## config.mk

```make
export PLATFORM = sky130hd
export DESIGN_NAME = adder_reg
export DESIGN_NICKNAME = d
export VERILOG_FILES = /design/src/rtl/adder_reg.sv
export SDC_FILE = /design/constraint.sdc
export NUM_CORES = 1
export LEC_CHECK = 0
export BUFFER_PORTS_ARGS = -buffer_cell sky130_fd_sc_hd__buf_2
export CAP_MARGIN = 10
export CORE_UTILIZATION = 25
export CTS_CLUSTER_DIAMETER = 100
export CTS_CLUSTER_SIZE = 10
export DETAILED_ROUTE_END_ITERATION = 16
export SKIP_CTS_REPAIR_TIMING = 1
export SYNTH_ARGS = -nofsm -noshare
export SYNTH_HDL_FRONTEND = slang
export SYNTH_SLANG_ARGS = --single-unit
```

## constraint.sdc

```tcl
create_clock -name iClk -period 1.1 [get_ports iClk]
set_clock_uncertainty 0.15 [all_clocks]
set_input_delay 0.11 -clock iClk [delete_from_list [all_inputs] [get_ports iClk]]
set_output_delay 0.11 -clock iClk [all_outputs]
set_load 0.02 [all_outputs]
```

## src/rtl/adder_reg.sv

```systemverilog
// Registered full-precision adder: oData = iData0 + iData1 one cycle later,
// with the carry-out kept as the MSB. The register supports a hold and a synchronous clear.
module adder_reg #(
  parameter int BITWIDTH = 32
) (
  input  logic                iClk,
  input  logic                iRstN,
  input  logic                iEn,
  input  logic                iClr,
  input  logic [BITWIDTH-1:0] iData0,
  input  logic [BITWIDTH-1:0] iData1,
  output logic [BITWIDTH:0]   oData
);

  // Zero-extend both operands before adding, so the carry lands in the MSB.
  function automatic logic [BITWIDTH:0] add_full(
    input logic [BITWIDTH-1:0] a,
    input logic [BITWIDTH-1:0] b
  );
    return {1'b0, a} + {1'b0, b};
  endfunction

  logic [BITWIDTH:0] sum_p0;
  logic [BITWIDTH:0] sum_p1;

  assign sum_p0 = add_full(iData0, iData1);

  // ---- stage p0 -> p1: output register ----
  always_ff @(posedge iClk or negedge iRstN) begin
    if (!iRstN) begin
      sum_p1 <= '0;
    end else if (iClr) begin
      sum_p1 <= '0;
    end else if (iEn) begin
      sum_p1 <= sum_p0;
    end
  end

  assign oData = sum_p1;

endmodule

```

## Word level (Yosys, flattened, before mapping)

Cells that the tools add are included.

| operators by class | value |
|---|---|
| reductions and logical operators | 1 |
| muxes and demuxes | 2 |
| $add $sub $neg | 1 |

Operators with widths:

| operator | number |
|---|---|
| $mux 33 | 2 |
| $add 32x32->33 | 1 |
| $reduce_bool 2->1 | 1 |

| word-level totals | value |
|---|---|
| output and inout bits | 33 |
| word-level logic and storage cells | 5 |
| bits of input ports | 68 |
| register bits | 33 |

## Logic depth before layout (Yosys ltp)

Gate-level depths: netlist (run 1).

| logic depth | value |
|---|---|
| word-level depth | 3 |
| gate-level depth with buffers | 11 |
| gate-level depth less buffers | 11 |

## Worst setup path before layout (run 1)

Ideal clock, no wire load.

| timing path | value |
|---|---|
| path kind | input to register |
| start point | in iData0[0] |
| end point | reg sum_p1[30], in the netlist oData[30] |
| data arrival time | 2.089 ns |
| buffers on the path | 0 |
| slack | -1.273 ns |
| stages | 11 |
| path through | ha_1 inv_1 fa_1 nand2b_1 a21oi_2 o21ai_1 o31ai_2 a21oi_2 o311a_1 mux2i_1 o22ai_1 |

| between the ends | value |
|---|---|
| word-level cells in the longest chain between the ends | 3 |

RTL lines:

| element | RTL line | RTL |
|---|---|---|
| start: declaration | 10 | `input logic [BITWIDTH-1:0] iData0,` |
| $add 32x32->33 | 20 | `return {1'b0, a} + {1'b0, b};` |
| $mux 33 | 34 | `end else if (iEn) begin` |
| $mux 33 | 32 | `end else if (iClr) begin` |
| end signal: assignment | 35 | `sum_p1 <= sum_p0;` |
| end: declaration | 24 | `logic [BITWIDTH:0] sum_p1;` |

No other way between the ends. The select of a mux whose other input is x is not followed.
A chain may end at the register's enable or synchronous reset.

## Final worst setup path (run 1)

| timing path | value |
|---|---|
| start point | in iData1[0] |
| end point | reg sum_p1[30], in the netlist oData[30] |

| between the ends | value |
|---|---|
| word-level cells in the longest chain between the ends | 3 |

RTL lines:

| element | RTL line | RTL |
|---|---|---|
| start: declaration | 11 | `input logic [BITWIDTH-1:0] iData1,` |
| $add 32x32->33 | 20 |  |
| $mux 33 | 34 |  |
| $mux 33 | 32 |  |

No other way between the ends. The select of a mux whose other input is x is not followed.

==> impl_metrics.csv, run 1 <==
group,metric,value,unit
detailed_routing,via_to_cell_ratio,4.64,
detailed_routing,routed_wl,11000,um
clock_network,cts_buffers,5,
sta,setup-violations-final,33,
setup_path,rr_startpoint,"oData[28]$_DFFE_PN0P_",
detailed_routing,ant_nets,0,
setup_path,critical_path.endpoint_type,"register",
setup_path,path_max_fanout,3,
sta,report.final.hold_viol_count,0,
final_layout,antenna_cells,0,
sta,rsz0062_at_grt,"true",
clock_network,clock_sink_count,33,
die,initial_core_util,25.8,%
final_layout,final_nets,718,
final_layout,largest_register_ff_count,33,
setup_path,worstPathRequired,1.10,ns
die,core_area,0.0121,mm2
clock_network,clock_latency,0.28,ns
sta,timing.final.max_slew_violations,0,
global_routing,initial_antenna_violation_count,0,
final_layout,area_of_the_multi_input_gates,0.00264,mm2
clock_network,ctsRootBufferMaster,"sky130_fd_sc_hd__clkbuf_16",
placement,post_dp_cell_area,0.00484,mm2
setup_path,worst_setup_path_startpoint,"iData1[0]",
detailed_routing,drt-initial-drc-count,140,
sta,worstMarginPinSlew,0.434,ns
sta,layout_setup_ws,-0.947,ns
clock_network,htree_num_levels,2,
outcome,failed_checks,"negative setup slack",
die,ios,101,
yosys,synth_warnings,0,
detailed_routing,num_vias,3645,
yosys,synth_seq_cells,33,
setup_path,setup.worst_path.start_class,"primary input",
flow_run,max_cap_violations,0,
detailed_routing,route.detailed.drc,0,
final_layout,fraction_of_final_layout_cells_with_drive_strength_greater_than_1,51.7,%
yosys,synthesis.instances,389,
final_layout,filler_cell_count,1164,
die,floorplan.die_area,0.0129,mm2
sta,fin_crit_sh,186,%
clock_network,tritoncts,"yes",
global_routing,grt_max_degree,34,
yosys,synth_nets,490,
detailed_routing,dr.pass1.iters,5,
global_routing,gr_ovfl_total,0,
final_layout,area_delta_synth_final,78.4,%
placement,io_buffer_count,100,
detailed_routing,wl_per_cell,13.9,um
power,peakVddDrop,0.000641,V
yosys,post_synth_num_cell_types,54,
global_routing,first_global_vias,3610,
global_routing,grt_first_pass_wirelength,17000,um
clock_network,clk_pin_slew_worst_paths,0.05,ns
power,leakage_power,2.69,nW
worst_hold_path,hold_sp,"iData0[0]",
die,die_x,114,um
setup_path,worst-setup-path-type,"in -> reg",
placement,gp_congestion,0.874,
yosys,number_of_synthesized_flops_with_an_enable_pin,0,
setup_path,arrival_time_of_the_worst_setup_path,2.05,ns
yosys,yosysSeqAreaShare,26.5,%
worst_hold_path,holdCritPathClass,"in -> reg",
final_layout,sequential_cell_area,826,um2
global_routing,grt_util_all_layers,16.3,%
sta,layout_min_cycle_time,2.05,ns
final_layout,layout.cells.non_filler,785,
placement,post-dp-hpwl,8710,um
power,power_density,1040,mW/mm2
placement,post-place-cells,756,
die,chipHeight,114,um
sta,timing_limited_maximum_frequency,489,MHz
yosys,asyncSetResetFlopFracSynth,100,%
yosys,synth-main-ff-cell,"sky130_fd_sc_hd__dfrtp_1",
yosys,post_synth_instance_area,0.00312,mm2
sta,timing.max_slew.rel_slack,71.1,%
clock_network,cts-root-to-sink-buffers,2,
power,design_power_total,5.77,mW
die,core.rowCount,40,
yosys,post_synth.cell_area_avg,8.01,um2
outcome,status,"complete, but fails checks",
final_layout,postLayoutCellArea,0.00556,mm2
[cell type report]
class / instances / area share (%)
well taps: 168 / 3.78
flip-flops and latches: 33 / 14.9
clock buffers: 7 / 2.57
inverters: 10 / 0.675
repair buffers: 239 / 30.7
multi-input cells: 328 / 47.4
[worst max-delay path: stages]
cell and delay, ns:
sky130_fd_sc_hd__buf_6 0.08, sky130_fd_sc_hd__ha_4 0.13, sky130_fd_sc_hd__inv_2 0.03, sky130_fd_sc_hd__fa_2 0.34
sky130_fd_sc_hd__nand2b_4 0.16, sky130_fd_sc_hd__a21oi_4 0.15, sky130_fd_sc_hd__o21ai_2 0.10, sky130_fd_sc_hd__o31ai_4 0.20
sky130_fd_sc_hd__a21oi_2 0.09, sky130_fd_sc_hd__o311a_1 0.40, sky130_fd_sc_hd__mux2i_1 0.16, sky130_fd_sc_hd__o22ai_1 0.10
[power breakdown]
| group | internal, mW | switching [mW] |
|---|---|---|
| clock | 0.889 | 0.514 |
| sequential | 1.35 | 0.0958 |
| combinational | 1.49 | 1.44 |
| total | 3.72 | 2.05 |
[per-layer routing]
layer	vias to the layer above	share of wire, %	GRT usage, %
met2	63	50	29.7
met4	0	0.52	1.93
met3	6	3.2	2.44
met5	-	0	0
li1	1858	-	-
met1	1718	47	20.8
[layout by cell type (no fill, tap or decap), types with 6 or more instances in the layout]
cell	instances
sky130_fd_sc_hd__nand3_1	9
sky130_fd_sc_hd__a21oi_1	22
sky130_fd_sc_hd__nand2_1	47
sky130_fd_sc_hd__nor3_1	6
sky130_fd_sc_hd__nand4_1	6
sky130_fd_sc_hd__xnor2_1	9
sky130_fd_sc_hd__dfrtp_1	33
sky130_fd_sc_hd__a21oi_2	13
sky130_fd_sc_hd__buf_4	143
sky130_fd_sc_hd__nor2_1	38
sky130_fd_sc_hd__buf_6	21
sky130_fd_sc_hd__o211ai_1	9
sky130_fd_sc_hd__a21o_1	12
sky130_fd_sc_hd__mux2i_1	13
sky130_fd_sc_hd__ha_1	16
sky130_fd_sc_hd__inv_1	8
sky130_fd_sc_hd__buf_2	73
sky130_fd_sc_hd__o21ai_0	11
sky130_fd_sc_hd__o21ai_1	11
sky130_fd_sc_hd__xor2_1	8
sky130_fd_sc_hd__ha_4	14
[path summary, 6_finish.rpt]
kind | depth (start not counted) | to | slack [ns]
max reg2reg | 1 | oData[28]$_DFFE_PN0P_ | 0.10
min reg2reg | 2 | oData[18]$_DFFE_PN0P_ | 0.37
max | 12 | oData[30]$_DFFE_PN0P_ | -0.95
min in group asynchronous | 3 | oData[17]$_DFFE_PN0P_ | 0.18
max in group asynchronous | 3 | oData[6]$_DFFE_PN0P_ | 0.42
min | 4 | oData[0]$_DFFE_PN0P_ | 0.05
[cell usage after synthesis (all sizes together), types with 11 or more instances]
master / count / area (um2)
nand2: 53 / 201
dfrtp: 33 / 826
a21o: 12 / 90.1
mux2i: 13 / 130
ha: 32 / 400
xnor2: 11 / 96.3
clkbuf: 14 / 52.6
o21ai: 27 / 135
a21oi: 40 / 226
nor2: 43 / 164
xor2: 12 / 105
[through the flow]
stage                     util (%)  setup TNS, ns  hold WS, ns  worst slack [ns]
after floorplan                  -         -19.76       -0.336             -1.15
after global placement        40.1         -30.51      -0.0615             -1.31
after detailed placement      40.1         -31.39      -0.0564             -1.39
after CTS                     41.3         -22.55       -0.341             -1.10
after global routing          46.1         -22.75       0.0580             -1.05
final                         46.1         -20.51       0.0477            -0.947
[cell families after synthesis]
group / after synthesis / share of synthesized area [%]
xor+xnor: 23 / 6.47
compound gates: 124 / 26.8
flops: 33 / 26.5
simple gates: 135 / 19.0
mux: 13 / 4.18
buf+inv: 28 / 3.49
fa+ha+maj: 33 / 13.5
(Power assumes the default switching activity.)
==> inputs of run 2 (changes only) <==
--- a/config.mk
+++ b/config.mk
@@ -10,5 +10,5 @@
 export CORE_UTILIZATION = 25
-export CTS_CLUSTER_DIAMETER = 100
 export CTS_CLUSTER_SIZE = 10
 export DETAILED_ROUTE_END_ITERATION = 16
+export HOLD_SLACK_MARGIN = 0.15
 export SKIP_CTS_REPAIR_TIMING = 1
--- a/constraint.sdc
+++ b/constraint.sdc
@@ -4,2 +4,2 @@
 set_output_delay 0.11 -clock iClk [all_outputs]
-set_load 0.02 [all_outputs]
+set_load 0.005 [all_outputs]
==> impl_metrics.csv, run 2 (synthesis results as in run 1) <==
group,metric,value,unit
sta,timing.final.max_slew_violations,0,
clock_network,clock_sink_count,33,
setup_path,setup.worst_path.start_class,"primary input",
final_layout,final_nets,706,
die,initial_core_util,25.8,%
sta,setup-violations-final,31,
final_layout,largest_register_ff_count,33,
die,die_x,114,um
sta,rsz0062_at_grt,"true",
placement,io_buffer_count,100,
sta,worstMarginPinSlew,0.440,ns
detailed_routing,ant_nets,0,
power,pwr-share-seq,26.3,%
clock_network,clk_pin_slew_worst_paths,0.05,ns
final_layout,fraction_of_final_layout_cells_with_drive_strength_greater_than_1,50.6,%
global_routing,grt_first_pass_wirelength,17000,um
die,floorplan.die_area,0.0129,mm2
power,comb_power_share,47.9,%
setup_path,path_max_fanout,3,
final_layout,filler_cell_count,1178,
detailed_routing,dr.pass1.iters,4,
final_layout,antenna_cells,0,
final_layout,area_delta_synth_final,72.0,%
sta,timing.max_slew.rel_slack,70.7,%
detailed_routing,route.detailed.drc,0,
detailed_routing,num_vias,3618,
setup_path,worstPathRequired,1.10,ns
power,p_int,3.57,mW
die,core.rowCount,40,
sta,timing_limited_maximum_frequency,488,MHz
power,leakage_power,2.61,nW
power,power_density,1010,mW/mm2
setup_path,critical_path.endpoint_type,"register",
clock_network,ctsRootBufferMaster,"sky130_fd_sc_hd__clkbuf_16",
global_routing,first_global_vias,3610,
die,chipHeight,114,um
flow_run,max_cap_violations,0,
power,switchingPower,1.86,mW
detailed_routing,routed_wl,10800,um
clock_network,tritoncts,"yes",
sta,hold-worst-slack,0.0504,ns
die,core_area,0.0121,mm2
clock_network,cts-root-to-sink-buffers,2,
power,switching_share,34.2,%
setup_path,worst-setup-path-type,"in -> reg",
outcome,failed_checks,"negative setup slack",
detailed_routing,via_to_cell_ratio,4.68,
placement,post-dp-hpwl,8710,um
sta,report.final.hold_viol_count,0,
setup_path,arrival_time_of_the_worst_setup_path,2.05,ns
power,peakVddDrop,0.000632,V
placement,gp_congestion,0.874,
global_routing,grt_max_degree,34,
power,power_frac_clock,25.8,%
detailed_routing,wl_per_cell,13.9,um
outcome,status,"complete, but fails checks",
clock_network,htree_num_levels,2,
final_layout,layout.cells.most_common_list,"sky130_fd_sc_hd__buf_4, sky130_fd_sc_hd__buf_2, sky130_fd_sc_hd__nand2_1, sky130_fd_sc_hd__nor2_1, sky130_fd_sc_hd__dfrtp_1",
power,design_power_total,5.43,mW
final_layout,most_common_library_cell_in_the_layout_ignoring_fill_and_taps,"sky130_fd_sc_hd__buf_4",
sta,layout_min_cycle_time,2.05,ns
global_routing,gr_ovfl_total,0,
clock_network,clock_latency,0.27,ns
sta,layout_setup_ws,-0.949,ns
global_routing,grt_util_all_layers,16.3,%
clock_network,cts_buffers,5,
sta,fin_crit_sh,186,%
die,ios,101,
detailed_routing,drt-initial-drc-count,130,
worst_hold_path,holdCritPathClass,"in -> reg",
global_routing,initial_antenna_violation_count,0,
## run 2: per-layer routing
metal  GRT usage [%]  routed length [um]  up-vias
met1            20.8                4970     1698
met4            1.93                  54        0
met5               0                   0        -
met3            2.44                 397        4
li1                -                   -     1839
met2            29.7                5360       77
## run 2: stage by stage
step	area, um2	worst slack [ns]	setup TNS (ns)	util [%]	std cells
6_report	5360	-0.949	-20.54	44.4	773
5_1_grt	5360	-1.05	-22.70	44.4	773
2_1_floorplan	3320	-1.15	-19.76	-	389
4_1_cts	4980	-1.10	-22.48	41.3	763
3_3_place_gp	4840	-1.31	-30.51	40.1	756
3_5_place_dp	4840	-1.39	-31.39	40.1	756
## run 2: power by group through the flow
stage                     combinational [mW]  sequential [mW]  clock (mW)
after CTS                               2.34             1.43        1.43
final                                   2.60             1.43        1.40
after detailed placement                2.32             1.45           0
after global routing                    2.84             1.44        1.49
after global placement                  2.30             1.46           0
after floorplan                         1.23             1.44           0
## run 2: path summary, 6_finish.rpt
kind	slack [ns]	end	cells after the start	start
min in group asynchronous	0.19	oData[17]$_DFFE_PN0P_	3	iRstN
max in group asynchronous	0.42	oData[29]$_DFFE_PN0P_	3	iRstN
worst max register to register	0.12	oData[28]$_DFFE_PN0P_	1	oData[28]$_DFFE_PN0P_
worst max-delay path	-0.95	oData[30]$_DFFE_PN0P_	12	iData1[0]
worst min-delay path	0.05	oData[0]$_DFFE_PN0P_	4	iData0[0]
worst min register to register	0.33	oData[13]$_DFFE_PN0P_	2	oData[13]$_DFFE_PN0P_
## run 2: final cells by class
type / count / area [um2] / area share (%)
multi-input cells: 328 / 2640 / 49.2
repair buffers: 227 / 1510 / 28.1
flip-flops and latches: 33 / 826 / 15.4
well taps: 168 / 210 / 3.92
clock buffers: 7 / 143 / 2.66
inverters: 10 / 37.5 / 0.700
## run 2: critical path: stages
cell and delay [ns]:
sky130_fd_sc_hd__buf_6 0.07, sky130_fd_sc_hd__ha_4 0.13, sky130_fd_sc_hd__inv_2 0.03, sky130_fd_sc_hd__fa_2 0.35, sky130_fd_sc_hd__nand2b_4 0.16, sky130_fd_sc_hd__a21oi_4 0.15
sky130_fd_sc_hd__o21ai_2 0.10, sky130_fd_sc_hd__o31ai_4 0.20, sky130_fd_sc_hd__a21oi_2 0.09, sky130_fd_sc_hd__o311a_1 0.40, sky130_fd_sc_hd__mux2i_1 0.16, sky130_fd_sc_hd__o22ai_1 0.10
==> inputs of run 3 (changes only) <==
Settings changed: CELL_PAD_IN_SITES_DETAIL_PLACEMENT set to 0, CELL_PAD_IN_SITES_GLOBAL_PLACEMENT set to 1, PLACE_DENSITY_LB_ADDON set to 0.1.
==> impl_metrics.csv, run 3 (synthesis results as in run 1) <==
group,metric,value,unit
outcome,failed_checks,"negative setup slack",
power,leakage_power,2.63,nW
detailed_routing,num_vias,3623,
detailed_routing,dr.pass1.iters,4,
global_routing,grt_max_degree,34,
placement,post_dp_cell_area,0.00485,mm2
detailed_routing,via_to_cell_ratio,4.68,
power,peakVddDrop,0.000464,V
global_routing,grt_util_all_layers,17.2,%
outcome,status,"complete, but fails checks",
final_layout,antenna_cells,0,
clock_network,cts-root-to-sink-buffers,2,
die,die_x,114,um
power,power_density,1010,mW/mm2
clock_network,ctsRootBufferMaster,"sky130_fd_sc_hd__clkbuf_16",
global_routing,gr_ovfl_total,0,
final_layout,fraction_of_final_layout_cells_with_drive_strength_greater_than_1,51.5,%
final_layout,filler_cell_count,1247,
clock_network,cts_buffers,5,
detailed_routing,routed_wl,11100,um
clock_network,clk_pin_slew_worst_paths,0.05,ns
final_layout,largest_register_ff_count,33,
final_layout,sequential_cell_area,826,um2
setup_path,worstPathRequired,1.11,ns
detailed_routing,ant_nets,0,
sta,layout_setup_ws,-0.962,ns
detailed_routing,route.detailed.drc,0,
sta,fin_crit_sh,187,%
sta,worstMarginPinSlew,0.393,ns
clock_network,clock_sink_count,33,
die,chipHeight,114,um
placement,io_buffer_count,100,
global_routing,first_global_vias,3586,
sta,hold-worst-slack,0.0380,ns
detailed_routing,wl_per_cell,14.4,um
final_layout,area_delta_synth_final,73.9,%
setup_path,worst-setup-path-type,"in -> reg",
die,initial_core_util,25.8,%
worst_hold_path,holdCritPathClass,"in -> reg",
setup_path,setup.worst_path.start_class,"primary input",
final_layout,most_common_library_cell_in_the_layout_ignoring_fill_and_taps,"sky130_fd_sc_hd__buf_4",
global_routing,initial_antenna_violation_count,0,
final_layout,final_core_util,44.9,%
final_layout,area_of_the_multi_input_gates,0.00266,mm2
die,core.rowCount,40,
sta,layout_min_cycle_time,2.06,ns
detailed_routing,drt-initial-drc-count,105,
die,floorplan.die_area,0.0129,mm2
sta,setup_total_negative_slack,-19.32,ns
die,ios,101,
final_layout,layout.cells.most_common_list,"sky130_fd_sc_hd__buf_4, sky130_fd_sc_hd__buf_2, sky130_fd_sc_hd__nand2_1, sky130_fd_sc_hd__nor2_1, sky130_fd_sc_hd__dfrtp_1",
global_routing,grt_first_pass_wirelength,17500,um
sta,report.final.hold_viol_count,0,
setup_path,arrival_time_of_the_worst_setup_path,2.08,ns
sta,setup-violations-final,31,
flow_run,max_cap_violations,0,
clock_network,htree_num_levels,2,
setup_path,path_max_fanout,3,
clock_network,tritoncts,"yes",
clock_network,clock_latency,0.28,ns
placement,gp_congestion,0.829,
final_layout,final_nets,706,
sta,timing.final.max_slew_violations,0,
final_layout,postLayoutCellArea,0.00542,mm2
sta,timing.max_slew.rel_slack,73.5,%
placement,post-dp-hpwl,8980,um
power,design_power_total,5.46,mW
sta,timing_limited_maximum_frequency,485,MHz
die,core_area,0.0121,mm2
sta,rsz0062_at_grt,"true",
setup_path,critical_path.endpoint_type,"register",
[run 3: per-stage QoR]
stage | cells | setup WS [ns]
2_1_floorplan | 389 | -1.15
3_5_place_dp | 756 | -1.38
6_report | 774 | -0.962
3_3_place_gp | 756 | -1.30
4_1_cts | 764 | -1.10
5_1_grt | 774 | -1.06
[run 3: metal layers]
metal | vias up | track usage (%) | wire length [um]
met5 | - | 0 | 0
met4 | 0 | 4.82 | 150
met3 | 11 | 1.97 | 400
met2 | 85 | 29.4 | 5290
met1 | 1692 | 23.0 | 5280
li1 | 1835 | - | -
[run 3: worst max-delay path, cell delays in order]
cell and delay, ns:
sky130_fd_sc_hd__buf_6 0.07, sky130_fd_sc_hd__ha_4 0.13, sky130_fd_sc_hd__inv_2 0.03, sky130_fd_sc_hd__fa_2 0.33, sky130_fd_sc_hd__nand2b_4 0.16, sky130_fd_sc_hd__a21oi_4 0.15
sky130_fd_sc_hd__o211ai_1 0.14, sky130_fd_sc_hd__a21oi_2 0.22, sky130_fd_sc_hd__nor2_2 0.05, sky130_fd_sc_hd__o31ai_2 0.32, sky130_fd_sc_hd__a21oi_1 0.11, sky130_fd_sc_hd__a221o_1 0.26
[run 3: worst paths after layout]
kind | start | end | slack (ns) | cells past startpoint
setup / recovery | iData1[0] | oData[28]$_DFFE_PN0P_ | -0.96 | 12
hold / removal | iData0[0] | oData[0]$_DFFE_PN0P_ | 0.04 | 4
setup reg to reg | oData[32]$_DFFE_PN0P_ | oData[32]$_DFFE_PN0P_ | 0.12 | 3
hold reg to reg | oData[15]$_DFFE_PN0P_ | oData[15]$_DFFE_PN0P_ | 0.33 | 2
max in group asynchronous | iRstN | oData[16]$_DFFE_PN0P_ | 0.43 | 3
min in group asynchronous | iRstN | oData[29]$_DFFE_PN0P_ | 0.18 | 3
[run 3: final cells by class]
| class | instances | share of cell area, % |
|---|---|---|
| multi-input combinational | 328 | 49.0 |
| clock buffer | 8 | 2.52 |
| timing repair buffer | 227 | 28.6 |
| sequential | 33 | 15.2 |
| tap | 168 | 3.88 |
| inverter | 10 | 0.693 |
[run 3: power breakdown]
part / total [mW] / switching (mW) / internal [mW]
Sequential: 1.43 / 0.0817 / 1.35
Combinational: 2.65 / 1.26 / 1.39
Clock: 1.38 / 0.540 / 0.843
